--- src/rtl/ascon_pack.sv ---
// ascon_pack: shared ASCON types and widths (reader FSM state, word and block widths)
package ascon_pack;
  typedef enum logic {IDLE, SEND} reader_state_t;
  localparam int WORD_W = 32;
  localparam int TAG_W = 128;
  localparam int RATE_W = 64;
endpackage

--- src/rtl/ascon_block_reader.sv ---
// ascon_block_reader: captures a block on load_i and streams it MSB-word first over valid/ready (word_o/valid_o/last_o out, ready_i in, busy_o/done_o status)
module ascon_block_reader
  import ascon_pack::*;
#(
  parameter int nb_bits_g = TAG_W,
  parameter int word_bits_g = WORD_W
) (
  input  logic                   clock_i,
  input  logic                   reset_i,
  input  logic                   load_i,
  input  logic [nb_bits_g-1:0]   data_i,
  output logic                   busy_o,
  output logic [word_bits_g-1:0] word_o,
  output logic                   valid_o,
  input  logic                   ready_i,
  output logic                   last_o,
  output logic                   done_o
);
  localparam int N = nb_bits_g / word_bits_g;
  localparam int CW = N > 1 ? $clog2(N) : 1;
  reader_state_t state, state_n;
  logic [nb_bits_g-1:0] sr, sr_n;
  logic [CW-1:0] cnt, cnt_n;
  logic done_q, done_n;
  logic last;
  assign last = cnt == CW'(N - 1);
  assign valid_o = state == SEND;
  assign busy_o = state == SEND;
  assign last_o = valid_o && last;
  assign word_o = valid_o ? sr[nb_bits_g-1 -: word_bits_g] : '0;
  assign done_o = done_q;
  always_ff @(posedge clock_i) begin
    if (reset_i) begin
      state <= IDLE;
      sr <= '0;
      cnt <= '0;
      done_q <= 1'b0;
    end else begin
      state <= state_n;
      sr <= sr_n;
      cnt <= cnt_n;
      done_q <= done_n;
    end
  end
  always_comb begin
    state_n = state;
    sr_n = sr;
    cnt_n = cnt;
    done_n = 1'b0;
    if (state == IDLE) begin
      if (load_i) begin
        sr_n = data_i;
        cnt_n = '0;
        state_n = SEND;
      end
    end else if (ready_i) begin
      state_n = last ? IDLE : SEND;
      sr_n = last ? '0 : sr << word_bits_g;
      cnt_n = last ? '0 : cnt + CW'(1);
      done_n = last;
    end
  end
endmodule
--- config.mk ---
export PLATFORM = sky130hd
export DESIGN_NAME = ascon_block_reader
export DESIGN_NICKNAME = d
export VERILOG_FILES = /design/src/rtl/ascon_pack.sv /design/src/rtl/ascon_block_reader.sv
export SDC_FILE = /design/constraint.sdc
export NUM_CORES = 1
export LEC_CHECK = 0
export ABC_AREA = 1
export CAP_MARGIN = 10
export CORE_ASPECT_RATIO = 0.75
export CORE_MARGIN = 2
export CORE_UTILIZATION = 53
export DETAILED_ROUTE_END_ITERATION = 8
export DONT_BUFFER_PORTS = 1
export PLACE_DENSITY_LB_ADDON = 0.1
export SETUP_SLACK_MARGIN = 0.02
export SLEW_MARGIN = 5
export SYNTH_ARGS = -nofsm -noshare
export SYNTH_HDL_FRONTEND = slang
export SYNTH_SLANG_ARGS = --single-unit
--- constraint.sdc ---
create_clock -name clock_i -period 2.43 [get_ports clock_i]
set_clock_uncertainty 0.05 [all_clocks]
set_input_delay 0.243 -clock clock_i [delete_from_list [all_inputs] [get_ports clock_i]]
set_output_delay 0.243 -clock clock_i [all_outputs]
set_load 0.02 [all_outputs]
==> impl_metrics.json <==
{
  "cts_root_buffer": "clkbuf_16",
  "tns_ns": 0,
  "hp-class": "in2reg",
  "antenna_cells": 0,
  "violations": "hold timing",
  "layout-drive-gt1-share": 0.0452,
  "viasPerCell": 5.13,
  "grt_use_total": 0.264,
  "crit_chain": "nand2_4, buf_12, nand3_1, a21oi_1, dlygate4sd3_1",
  "instances_no_fill": 1344,
  "gp_congestion": 0.826,
  "multi_input_area_mm2": 0.00343,
  "place_area_mm2": 0.00699,
  "worstPathRequired_ns": 2.74,
  "finalNetCount": 1296,
  "drt-pass1-iter-count": 5,
  "start_kind": "flop",
  "slowest_stage": "dlygate4sd3_1",
  "stdcell_area_mm2": 0.00802,
  "clock_path_buffers": 2,
  "yosysSeqAreaShare": 0.376,
  "syn-cell-area_mm2": 0.00704,
  "yosysWarnings": 0,
  "arrival_ns": 2.20,
  "cts_sinks": 132,
  "grt_pass1_wl_mm": 30.3,
  "gr-total-overflow": 0,
  "path_max_fanout": 130,
  "clock_latency_ns": 0.41,
  "period_needed_ns": 1.90,
  "crit_type": "reg2reg",
  "worst_pin_slew_ns": 0.644,
  "max_freq_ghz": 0.527,
  "synthCells": 1173,
  "grt_pass1_vias": 6302,
  "grt_max_degree": 131,
  "final_max_slew_viol_count": 0,
  "finalWirelength_mm": 18.6,
  "synth_cell_types": 18,
  "cp_num_buf_inv": 2,
  "ir_worst_vdd_v": 0.000482,
  "fillers": 1324,
  "area_growth_pct": 14.0,
  "ios": 168,
  "row_count": 36,
  "synth_fp_nets": 1306,
  "start_util": 0.542,
  "antenna_found_initial": 0,
  "fin_hold_ws_ns": -0.00131,
  "drtIter0Drc": 516,
  "numCtsBuffers": 17,
  "vias": 6897,
  "outcome": "complete, but fails checks",
  "final_antenna_net_count": 0,
  "setup_viol": 0,
  "p_leak_nw": 4.13,
  "rsz0062_at_grt": "false",
  "coreArea_mm2": 0.0130,
  "cts_tree": "yes",
  "slew_headroom": 0.571,
  "end_kind": "flop",
  "cts_max_level": 4,
  "clk_pin_slew_ns": 0.06,
  "wire_per_inst_um": 13.8,
  "numPortBuffers": 0,
  "drc": 0,
  "dieArea_mm2": 0.0142,
  "drv_cap": 0,
  "crit_family": "buffers and inverters",
  "die_w_um": 137,
  "synth.avg_cell_area_um2": 6.00,
  "ff_latch_area_mm2": 0.00265,
  "dp.cells": 1269,
  "post_cts_buffers": 0,
  "die_h_um": 104,
  "hold_viol_final": 1,
  "power.density_mw_per_mm2": 735,
  "critPathMaxStageDelay_ns": 0.55,
  "synth.ff_latch_count": 132,
  "fin_crit_sh": 0.781,
  "dp_hpwl_mm": 11.0
}
[synthesized netlist by cell type, drive strengths merged]
library cell    n  share of area
a21oi          34          0.024
buf            67          0.053
clkbuf         24          0.013
dfxtp         132           0.38
ha              1         0.0018
inv           135          0.072
nand2         356           0.19
nand3         225           0.16
nor2          196           0.11
nor3            1        0.00071
o21ai           2         0.0014
[kinds of logic after synthesis]
logic type / synth area share
AOI/OAI and AO/OA: 0.0256
and+or+nand+nor: 0.459
adders and majority gates: 0.00178
DFF: 0.376
buffers and inverters: 0.138
[sequential cells by signal (all words and copies together), names as in the netlist]
| signal | cells |
|---|---|
| busy_o | 1 |
| cnt | 2 |
| done_o | 1 |
| sr | 128 |
[power breakdown]
part	leakage [nW]	switching [mW]	internal, mW
registers	1.09	0.0995	2.35
logic	2.76	0.608	0.362
clock network	0.280	0.924	1.56
total	4.13	1.63	4.27
[cell type report]
type	count	share of cell area
inverter	135	0.0636
clock inverter	4	0.00561
timing repair buffer	62	0.0830
multi-input combinational	815	0.427
clock buffer	25	0.0644
sequential	132	0.330
tap	171	0.0267
[stage by stage]
stage                     utilization  setup WS, ns  power (mW)
after floorplan                     -         0.953        3.24
after global placement          0.539         0.905        3.38
after detailed placement        0.539         0.885        3.39
after CTS                       0.619         0.553        5.92
after global routing            0.619         0.407        6.19
final                           0.619         0.533        5.90
[cell usage in the layout (no fill, tap or decap)]
cell           instances
buf_12                 7
dfxtp_1              131
a21oi_1               34
nand3_1              225
o21ai_0                2
bufinv_16              1
dfxtp_4                1
nor2_1               194
nand2_4                2
nor2_4                 2
clkbuf_1               3
nand2_1              354
clkbuf_16             18
inv_1                130
nor3_1                 1
ha_1                   1
dlygate4sd3_1         45
buf_4                 10
inv_2                  2
clkinv_2               6
clkbuf_8               4
[tightest hold or removal path, cell delays in order]
cell and delay (ns):
nand2_1 0.03, nand2_1 0.05, nor2_1 0.03, nor2_1 0.06
[worst paths after layout]
path | start | cells after the start | slack [ns] | end
worst max-delay path | busy_o | 5 | 0.53 | sr[24]
worst min register to register | sr[28] | 2 | 0.43 | sr[28]
worst max register to register | busy_o | 5 | 0.53 | sr[24]
worst min-delay path | data_i[107] | 4 | -0.001 | sr[107]
[repair_timing]
item / CTS / global route
endpoints found under the hold margin: 47 / 0
hold buffers: 46 / 0
gates resized for setup: 0 / 0
[per-layer routing]
layer,vias to the layer above,global-route usage,part of all wire
li1,3569,-,-
met4,0,0.0758,0.017
met3,26,0.0656,0.061
met1,3122,0.348,0.45
met5,-,0,0
met2,180,0.426,0.47
No activity file was read; power rests on OpenSTA's default activity.
